--- src/rtl/fetch_sequencer_pkg.sv ---
// Shared types and defaults for the instruction-fetch sequencer.
//   fetch_state_t : FSM encoding (FETCH, FAULT)
//   fetch_entry_t : one queued fetch, byte address plus instruction word
//   addr_legal()  : word-aligned and the whole word lies inside the ROM
package fetch_pkg;

  localparam int unsigned DEF_MEM_SIZE = 1024;
  localparam int unsigned DEF_QDEPTH   = 2;
  localparam logic [15:0] DEF_RESET_PC = 16'h0000;

  typedef enum logic [0:0] {
    FETCH = 1'b0,
    FAULT = 1'b1
  } fetch_state_t;

  typedef struct packed {
    logic [15:0] pc;
    logic [15:0] instr;
  } fetch_entry_t;

  // 17-bit sum so an address near 16'hFFFF cannot wrap back into range
  function automatic logic addr_legal(input logic [15:0] addr, input logic [16:0] limit);
    return (addr[1:0] == 2'b00) && ((17'(addr) + 17'd3) < limit);
  endfunction

endpackage

--- src/rtl/fetch_sequencer_if.sv ---
// Fetch-to-decode handshake bundle.
//   out_valid : queue head valid (fetch -> decode)
//   out_ready : decode accepts head (decode -> fetch)
//   out_instr : head instruction word
//   out_pc    : byte address of head instruction
interface fetch_sequencer_if;

  logic        out_valid;
  logic        out_ready;
  logic [15:0] out_instr;
  logic [15:0] out_pc;

  modport master (output out_valid, output out_instr, output out_pc, input out_ready);
  modport slave  (input out_valid, input out_instr, input out_pc, output out_ready);

endinterface

--- src/rtl/fetch_sequencer_queue.sv ---
// fetch_queue: small synchronous FIFO of fetch entries.
//   push/wdata : enqueue one entry (caller guarantees space, or a same-cycle pop)
//   pop        : dequeue head (caller guarantees non-empty)
//   flush      : drop all entries; wins over push and pop
//   full/empty : occupancy flags decoded from the count register
//   head       : entry at the read pointer
module fetch_queue
  import fetch_pkg::*;
#(
  parameter int unsigned QDEPTH = DEF_QDEPTH
) (
  input  logic         clk,
  input  logic         reset,
  input  logic         push,
  input  logic         pop,
  input  logic         flush,
  input  fetch_entry_t wdata,
  output logic         full,
  output logic         empty,
  output fetch_entry_t head
);

  localparam int unsigned PW = $clog2(QDEPTH);
  localparam int unsigned CW = PW + 1;

  fetch_entry_t    mem [QDEPTH];
  logic [PW-1:0]   rd_ptr;
  logic [PW-1:0]   wr_ptr;
  logic [CW-1:0]   count;

  // Pointers wrap naturally because depth is a power of two
  always_ff @(posedge clk or posedge reset) begin
    if (reset) begin
      rd_ptr <= '0;
      wr_ptr <= '0;
      count  <= '0;
      for (int i = 0; i < int'(QDEPTH); i++) mem[i] <= '0;
    end else if (flush) begin
      rd_ptr <= '0;
      wr_ptr <= '0;
      count  <= '0;
    end else begin
      if (push) begin
        mem[wr_ptr] <= wdata;
        wr_ptr      <= wr_ptr + PW'(1);
      end
      if (pop) rd_ptr <= rd_ptr + PW'(1);
      case ({push, pop})
        2'b10:   count <= count + CW'(1);
        2'b01:   count <= count - CW'(1);
        default: count <= count;
      endcase
    end
  end

  assign full  = (count == CW'(QDEPTH));
  assign empty = (count == '0);
  assign head  = mem[rd_ptr];

endmodule

--- src/rtl/fetch_sequencer.sv ---
// fetch_sequencer: owns the PC, drives the combinational ROM, queues fetched
// words toward decode, applies redirects with a flush and traps bad addresses.
//   clk, reset         : clock, async active-high reset
//   imem_addr/instr    : ROM address (= PC) and combinational read data
//   redirect_valid/pc  : load PC and flush queue this cycle
//   halt               : freeze PC and pushes; queue still drains
//   dec                : decode handshake (master side)
//   fault / fault_pc   : sticky fault flag and captured offending address
module fetch_sequencer
  import fetch_pkg::*;
#(
  parameter int unsigned MEM_SIZE = DEF_MEM_SIZE,
  parameter int unsigned QDEPTH   = DEF_QDEPTH,
  parameter logic [15:0] RESET_PC = DEF_RESET_PC
) (
  input  logic               clk,
  input  logic               reset,
  output logic [15:0]        imem_addr,
  input  logic [15:0]        imem_instr,
  input  logic               redirect_valid,
  input  logic [15:0]        redirect_pc,
  input  logic               halt,
  fetch_sequencer_if.master  dec,
  output logic               fault,
  output logic [15:0]        fault_pc
);

  localparam logic [16:0] MEM_LIMIT = 17'(MEM_SIZE);
  localparam logic [0:0]  S_FETCH   = 1'(FETCH);
  localparam logic [0:0]  S_FAULT   = 1'(FAULT);

  logic [0:0]   state_q, state_d;
  logic [15:0]  pc_q, pc_d;
  logic         fault_d;
  logic [15:0]  fault_pc_d;
  logic         push_c, pop_c, full, empty;
  fetch_entry_t head;

  fetch_queue #(.QDEPTH(QDEPTH)) u_queue (
    .clk   (clk),
    .reset (reset),
    .push  (push_c),
    .pop   (pop_c),
    .flush (redirect_valid),
    .wdata ('{pc: pc_q, instr: imem_instr}),
    .full  (full),
    .empty (empty),
    .head  (head)
  );

  assign imem_addr     = pc_q;
  assign dec.out_valid = ~empty;
  assign dec.out_pc    = head.pc;
  assign dec.out_instr = head.instr;

  assign pop_c  = dec.out_valid & dec.out_ready;
  assign push_c = (state_q == S_FETCH) & ~redirect_valid & ~halt &
                  addr_legal(pc_q, MEM_LIMIT) & (~full | pop_c);

  // State, PC and fault registers
  always_ff @(posedge clk or posedge reset) begin
    if (reset) begin
      state_q  <= S_FETCH;
      pc_q     <= RESET_PC;
      fault    <= 1'b0;
      fault_pc <= 16'h0000;
    end else begin
      state_q  <= state_d;
      pc_q     <= pc_d;
      fault    <= fault_d;
      fault_pc <= fault_pc_d;
    end
  end

  // Next state: redirect first, then sequential fetch / fault detection
  always_comb begin
    state_d    = state_q;
    pc_d       = pc_q;
    fault_d    = fault;
    fault_pc_d = fault_pc;
    if (redirect_valid) begin
      pc_d = redirect_pc;
      if (addr_legal(redirect_pc, MEM_LIMIT)) begin
        state_d = S_FETCH;
        fault_d = 1'b0;
      end else begin
        state_d    = S_FAULT;
        fault_d    = 1'b1;
        fault_pc_d = redirect_pc;
      end
    end else begin
      case (state_q)
        S_FETCH: begin
          if (push_c) begin
            pc_d = pc_q + 16'd4;
          end else if (~halt && !addr_legal(pc_q, MEM_LIMIT)) begin
            state_d    = S_FAULT;
            fault_d    = 1'b1;
            fault_pc_d = pc_q;
          end
        end
        default: state_d = S_FAULT;
      endcase
    end
  end

endmodule

--- src/flat_wrapper.sv ---
// flat-port wrapper written by rule: the top's interface ports become plain ports
module fetch_sequencer_flat import fetch_pkg::*;
#(
  parameter int unsigned MEM_SIZE = DEF_MEM_SIZE,
  parameter int unsigned QDEPTH   = DEF_QDEPTH,
  parameter logic [15:0] RESET_PC = DEF_RESET_PC
)
  (clk, reset, imem_addr, imem_instr, redirect_valid, redirect_pc, halt, fault, fault_pc, dec_out_valid, dec_out_instr, dec_out_pc, dec_out_ready);
  fetch_sequencer_if dec_i ();
  input  logic clk;
  input  logic reset;
  output logic [15:0] imem_addr;
  input  logic [15:0] imem_instr;
  input  logic redirect_valid;
  input  logic [15:0] redirect_pc;
  input  logic halt;
  output logic fault;
  output logic [15:0] fault_pc;
  output wire logic [$bits(dec_i.out_valid)-1:0] dec_out_valid;
  output wire logic [$bits(dec_i.out_instr)-1:0] dec_out_instr;
  output wire logic [$bits(dec_i.out_pc)-1:0] dec_out_pc;
  input wire logic [$bits(dec_i.out_ready)-1:0] dec_out_ready;
  assign dec_out_valid = dec_i.out_valid;
  assign dec_out_instr = dec_i.out_instr;
  assign dec_out_pc = dec_i.out_pc;
  assign dec_i.out_ready = dec_out_ready;
  fetch_sequencer #(.MEM_SIZE(MEM_SIZE), .QDEPTH(QDEPTH), .RESET_PC(RESET_PC)) u_core (.clk(clk), .reset(reset), .imem_addr(imem_addr), .imem_instr(imem_instr), .redirect_valid(redirect_valid), .redirect_pc(redirect_pc), .halt(halt), .dec(dec_i), .fault(fault), .fault_pc(fault_pc));
endmodule
--- config.mk ---
export PLATFORM = sky130hd
export DESIGN_NAME = fetch_sequencer_flat
export DESIGN_NICKNAME = d
export VERILOG_FILES = /design/src/rtl/fetch_sequencer_pkg.sv /design/src/rtl/fetch_sequencer_if.sv /design/src/rtl/fetch_sequencer_queue.sv /design/src/rtl/fetch_sequencer.sv /design/src/flat_wrapper.sv
export SDC_FILE = /design/constraint.sdc
export NUM_CORES = 1
export LEC_CHECK = 0
export CAP_MARGIN = 0
export CELL_PAD_IN_SITES_DETAIL_PLACEMENT = 0
export CELL_PAD_IN_SITES_GLOBAL_PLACEMENT = 2
export CORE_ASPECT_RATIO = 0.9
export CORE_UTILIZATION = 31
export CTS_CLUSTER_SIZE = 28
export DETAILED_ROUTE_END_ITERATION = 10
export PLACE_DENSITY = 0.84
export SYNTH_ARGS = -nofsm -noshare
export SYNTH_HDL_FRONTEND = slang
export SYNTH_SLANG_ARGS = --single-unit
--- constraint.sdc ---
create_clock -name clk -period 3.4 [get_ports clk]
set_clock_uncertainty 0.05 [all_clocks]
set_input_delay 0.68 -clock clk [delete_from_list [all_inputs] [get_ports clk]]
set_output_delay 0.68 -clock clk [all_outputs]
set_load 0.05 [all_outputs]
==> results.json <==
{
  "antenna_found_initial": 0,
  "synth-seq-cells": 102,
  "most-common-layout-cells": "dfrtp_1, clkdlybuf4s50_1, mux2_2, buf_4, mux2_4",
  "wl_met3_um": 705,
  "max_cap_viol_count": 0,
  "r2r_start": "u_core.imem_addr[12]$_DFFE_PP0P_",
  "syn_area_sq_um": 4640,
  "fill_cells": 1384,
  "yosysTopAreaCell": "dfrtp_1",
  "worst_pin_slew_ns": 0.713,
  "drive_above_1_share_pct": 33.4,
  "fin_nets": 481,
  "wl_per_cell_um": 16.2,
  "min_path_type": "reg2reg",
  "design_area_sq_um": 6070,
  "synth-edff-count": 0,
  "p_leak_nw": 2.86,
  "num_io_pins": 103,
  "synth_cell_types": 46,
  "syn_inst": 342,
  "power_density_nw_per_um2": 452,
  "port_buffers": 102,
  "layout_setup_ws_ns": 0.762,
  "post_cts_resized": 0,
  "synthArstFlopShare_pct": 100,
  "syn-num-nets": 381,
  "p_total_mw": 2.74,
  "hp-start": "u_core.u_queue.mem[31]$_DFFE_PP0P_",
  "grt_pass1_wl_mm": 16.9,
  "clock_path_buffers": 2,
  "finalCritPeriodShare_pct": 77.6,
  "ys_seq_area_share_pct": 55.0,
  "rows": 42,
  "place.detailed.hpwl_mm": 7.16,
  "cts_tree": "done",
  "rsz0062_at_grt": "no",
  "numCtsBuffers": 9,
  "start_util_pct": 31.6,
  "max_stage_delay_ns": 0.51,
  "wl_met2_mm": 4.85,
  "synth_area_leaders": "dfrtp_1, mux2_2, mux2_4, mux2_1, mux2i_1",
  "top_layer": "met4",
  "path_clk_slew_ns": 0.07,
  "vias": 3016,
  "cp-end-kind": "flop",
  "synth_top_area_share_pct": 55.0,
  "drt-initial-drc-count": 87,
  "grt_overflow": 0,
  "holdPathEnd": "u_core.u_queue.mem[31]$_DFFE_PP0P_",
  "drtAntennaViolNets": 0,
  "drv_slew": 0,
  "grt_pass1_vias": 3235,
  "core_sq_um": 14700,
  "gp_congestion": 0.730,
  "wl_met1_mm": 4.76,
  "critPathKind": "in2reg",
  "status": "completed",
  "post_cts_buffers": 0,
  "yosys_warnings": 0,
  "placed_cell_area_sq_um": 5780,
  "drtPass1Iterations": 4,
  "clock_latency_ns": 0.34,
  "drc": 0,
  "critPathSlowestCell": "clkdlybuf4s50_1",
  "synthFlopType": "dfrtp_1",
  "grtUsageTotal_pct": 14.3,
  "die_area_sq_um": 15500,
  "grt_start_max_net_pins": 54,
  "syn_area_per_cell_sq_um": 13.6,
  "cp_max_fo": 32,
  "rr_worst_depth": 4,
  "crit_chain": "clkdlybuf4s50_1 -> or3b_1 -> and4_1 -> nand2_4 -> mux2_2",
  "ir_drop_mv": 0.261,
  "layout_commonest_cell": "dfrtp_1",
  "viasPerCell": 4.68,
  "fmax_ghz": 0.379,
  "setup_viol": 0,
  "cp.arrival_ns": 2.81,
  "rrSetupSlack_ns": 1.10,
  "die_h_um": 118,
  "required_ns": 3.58,
  "hold_path_depth": 1,
  "routed_wl_mm": 10.4,
  "fin_hold_ws_ns": 0.432,
  "pre_cts_ws_ns": 0.407,
  "min_period_ns": 2.64,
  "cts_sinks": 102,
  "n_antenna_cell": 0,
  "dp.cells": 629,
  "r2r-end": "u_core.u_queue.mem[0]$_DFFE_PP0P_",
  "die_w_um": 131,
  "area.growth.synth_to_final_pct": 31.0,
  "finalNonFillerCells": 644,
  "root_buffer": "clkbuf_16",
  "startpoint_type": "input pin",
  "fin_util_pct": 41.4,
  "report.final.hold_viol_count": 0,
  "relSlewSlack_pct": 52.4,
  "htree_levels": 3,
  "cts.hold.buffers_added": 0,
  "fin_setup_tns_ns": 0
}
worst max-delay path by stage:
stage / start / endpoint / depth (start not counted)
detailed placement: dec_out_ready / u_core.u_queue.mem[15]$_DFFE_PP0P_ / 5
finish: dec_out_ready / u_core.u_queue.mem[15]$_DFFE_PP0P_ / 5
global route: dec_out_ready / u_core.u_queue.mem[25]$_DFFE_PP0P_ / 5
CTS: dec_out_ready / u_core.u_queue.mem[15]$_DFFE_PP0P_ / 5
global placement: dec_out_ready / u_core.u_queue.mem[15]$_DFFE_PP0P_ / 5
floorplan: redirect_valid / u_core.u_queue.mem[32]$_DFFE_PP0P_ / 6
area by class of cell:
class	count	area (sq um)	area share, %
Clock buffer	9	225	3.71
Clock inverter	6	71.3	1.17
Multi-Input combinational cell	210	1930	31.8
Inverter	11	45.0	0.742
Timing Repair Buffer	108	998	16.4
Tap cell	198	248	4.08
Sequential cell	102	2550	42.0
logic make-up (layout without fill, tap and decap cells):
family / Yosys count / count (layout) / share of synthesized area (%)
xor gates and xnor gates: 3 / 3 / 0.567
adders and majority gates: 2 / 2 / 0.539
and+or+nand+nor: 64 / 64 / 8.66
buffers and inverters: 30 / 134 / 3.37
muxes: 104 / 104 / 26.6
DFF: 102 / 102 / 55.0
AOI/OAI and AO/OA: 37 / 37 / 5.23
cells in the mapped netlist (3+ instances only):
library cell and n:
dfrtp_1 102, mux2_2 63, mux2_4 20, inv_1 11, mux2_1 11, a21oi_1 10
mux2i_1 10, nor2_1 10, and2_1 9, nand2_1 9, nor2b_1 8, o22ai_1 7
clkbuf_1 6, buf_2 5, nand3_1 5, o21ai_0 5, a31oi_1 4, buf_4 4
nor3_1 4, buf_6 3, o31ai_1 3, or4_1 3
critical path: cells and delay by family:
kind | cells | cell delay [ns]
buf+inv | 1 | 0.51
simple gates | 3 | 1.21
mux | 1 | 0.39
layer usage:
metal  up-vias  track usage (%)
met4         0             3.45
met2        80             22.9
met5         -                0
li1       1416                -
met1      1509             18.3
met3        11             5.09
report_power, final:
part | internal [mW] | switching [mW] | leakage (nW)
sequential | 1.26 | 0.0510 | 1.34
clock | 0.573 | 0.459 | 0.139
combinational | 0.151 | 0.254 | 1.38
total | 1.98 | 0.764 | 2.86
flip-flops by register name, indices dropped and copies added (netlist names):
register	count
u_core.u_queue.mem	64
u_core.fault_pc	16
u_core.imem_addr	16
u_core.u_queue.count	2
u_core.fault	1
u_core.state_q	1
u_core.u_queue.rd_ptr	1
u_core.u_queue.wr_ptr	1
Power figures use the tool's default switching activity.
==> variant: new RTL, same flow settings <==
Reset style: synchronous (`reset`), changed in 2 clocked blocks. Comments in the files are not updated.
--- a/src/rtl/fetch_sequencer_queue.sv
+++ b/src/rtl/fetch_sequencer_queue.sv
@@ -30,5 +30,5 @@
 
   // Pointers wrap naturally because depth is a power of two
-  always_ff @(posedge clk or posedge reset) begin
+  always_ff @(posedge clk) begin
     if (reset) begin
       rd_ptr <= '0;
--- a/src/rtl/fetch_sequencer.sv
+++ b/src/rtl/fetch_sequencer.sv
@@ -59,5 +59,5 @@
 
   // State, PC and fault registers
-  always_ff @(posedge clk or posedge reset) begin
+  always_ff @(posedge clk) begin
     if (reset) begin
       state_q  <= S_FETCH;
Behaviour: differs if reset is asserted again (counterexample within 4 cycles, from zero or initial values and one cycle with reset high); with reset held inactive, the same outputs for 4 cycles.
==> variant against the original RTL <==
- sequential cell count grew 1
- sequential share of layout area is 2.7 points higher
- design area down 0.56%
- wire length rose by 3.8%
- setup slack worse by 0.27 ns
- total power is 8.5% higher
- synthesized area is 3.3% lower
==> variant: results (changes against the original RTL) <==
Run status
  – Status: complete, no violations

STA
  – Rel. slew slack: 17.9% (-35 points)
  – Final hold slack: 0.427 ns (-0.00525 ns)
  – Period minus WS final: 2.90 ns (+0.265 ns)

Hold path
  – Hold Crit Depth: 2 (+1)
  – Hold wc startpoint: u_core.fault_pc[13]

Logic synthesis
  – Synth unique cells: 47 (+2.2%)
  – Async set or reset register ratio after synthesis: 0% (-100 points)
  – Post-synthesis mux area share: 9.85% (-17 points)
  – Adder-Cell Fraction of Synth Area: 0.279% (-0.26 points)
  – Synth area leaders: edfxtp_1 43%, dfxtp_1 17%, mux2_2 8.0%
  – Synth top cells by count: 64 x edfxtp_1, 47 x and2_1, 39 x dfxtp_1
  – Post-synth EDFFs: 64 (+64)
  – Post-Synthesis Cells: 368 (+7.6%)
  – Sequential fraction of the synthesis area: 60.3% (+5.3 points)
  – Synth Area in Compound Gates: 9.35% (+4.1 points)

Routing
  – Total wire length: 10.8 mm (+3.8%)

Cells and area
  – Layout cells sized above 1: 20.9% (-13 points)
  – Count of non-CTS buffers in the layout: 114 (+5.6%)
  – Reg area: 2700 um^2 (+5.9%)
  – Clock network contribution to total cell area: 5.01% (+0.13 points)
  – Final nets: 522 (+8.5%)
  – Multi-input comb cells: 245 (+17%)
  – Multi-input combinational area share: 28.5% (-3.3 points)
  – # fillers: 1333 (-3.7%)

GRT
  – Global-route total usage across every layer: 14.8% (+0.51 points)
  – Pin count of the biggest net entering global routing: 33 (-39%)

Setup path
  – FF-to-FF setup slack: 0.68 ns (-0.42 ns)
  – Max Fanout on Critical Path: 24 (-25%)
  – Reg2reg start: u_core.imem_addr[13]
  – RR Endpoint: u_core.u_queue.mem[1][3]

Power and ir drop
  – Worst VDD drop: 0.267 mV (+2.3%)
  – Leak: 2.26 nW (-21%)
  – Power Density: 493 nW/um^2 (+9.1%)

Placed design
  – Placed Instance Area: 5740 um^2 (-0.69%)
  – Placed insts: 666 (+5.9%)
  – DP HPWL: 7.25 mm (+1.3%)
  – Place WS: 0.0834 ns (-0.323 ns)

Floorplan
  – Die area: 14900 um^2 (-3.3%)
[variant: changes by cell type in the layout (fill, tap and decap cells not counted), moves of 16 or more]
cell | before | now
conb_1 | 0 | 16
dfrtp_1 | 102 | 0
edfxtp_1 | 0 | 64
mux2_4 | 20 | 0
and2_1 | 9 | 47
dfxtp_1 | 0 | 39
nor3_1 | 4 | 22
mux2_2 | 63 | 32
[variant: cells by family after synthesis]
kind of cell | Yosys count
multiplexers | 40
AND/OR/NAND/NOR | 128
buffers and inverters | 35
other | 1
flip-flops | 103
adder cells (fa/ha/maj) | 1
XOR/XNOR | 4
AO/OA/AOI/OAI | 56
[variant: metal layers]
metal	up-vias	GRT usage (%)	part of all wire, %
li1	1586	-	-
met1	1505	18.8	46
met2	98	24.3	46
met3	10	4.66	6.7
met4	0	4.47	1.1
met5	-	0	0
[variant: critical path: stages]
cell             delay (ns)
clkdlybuf4s50_1        0.43
nor3_1                 0.25
nand4_1                0.35
nor3b_2                1.08
and2_1                 0.26
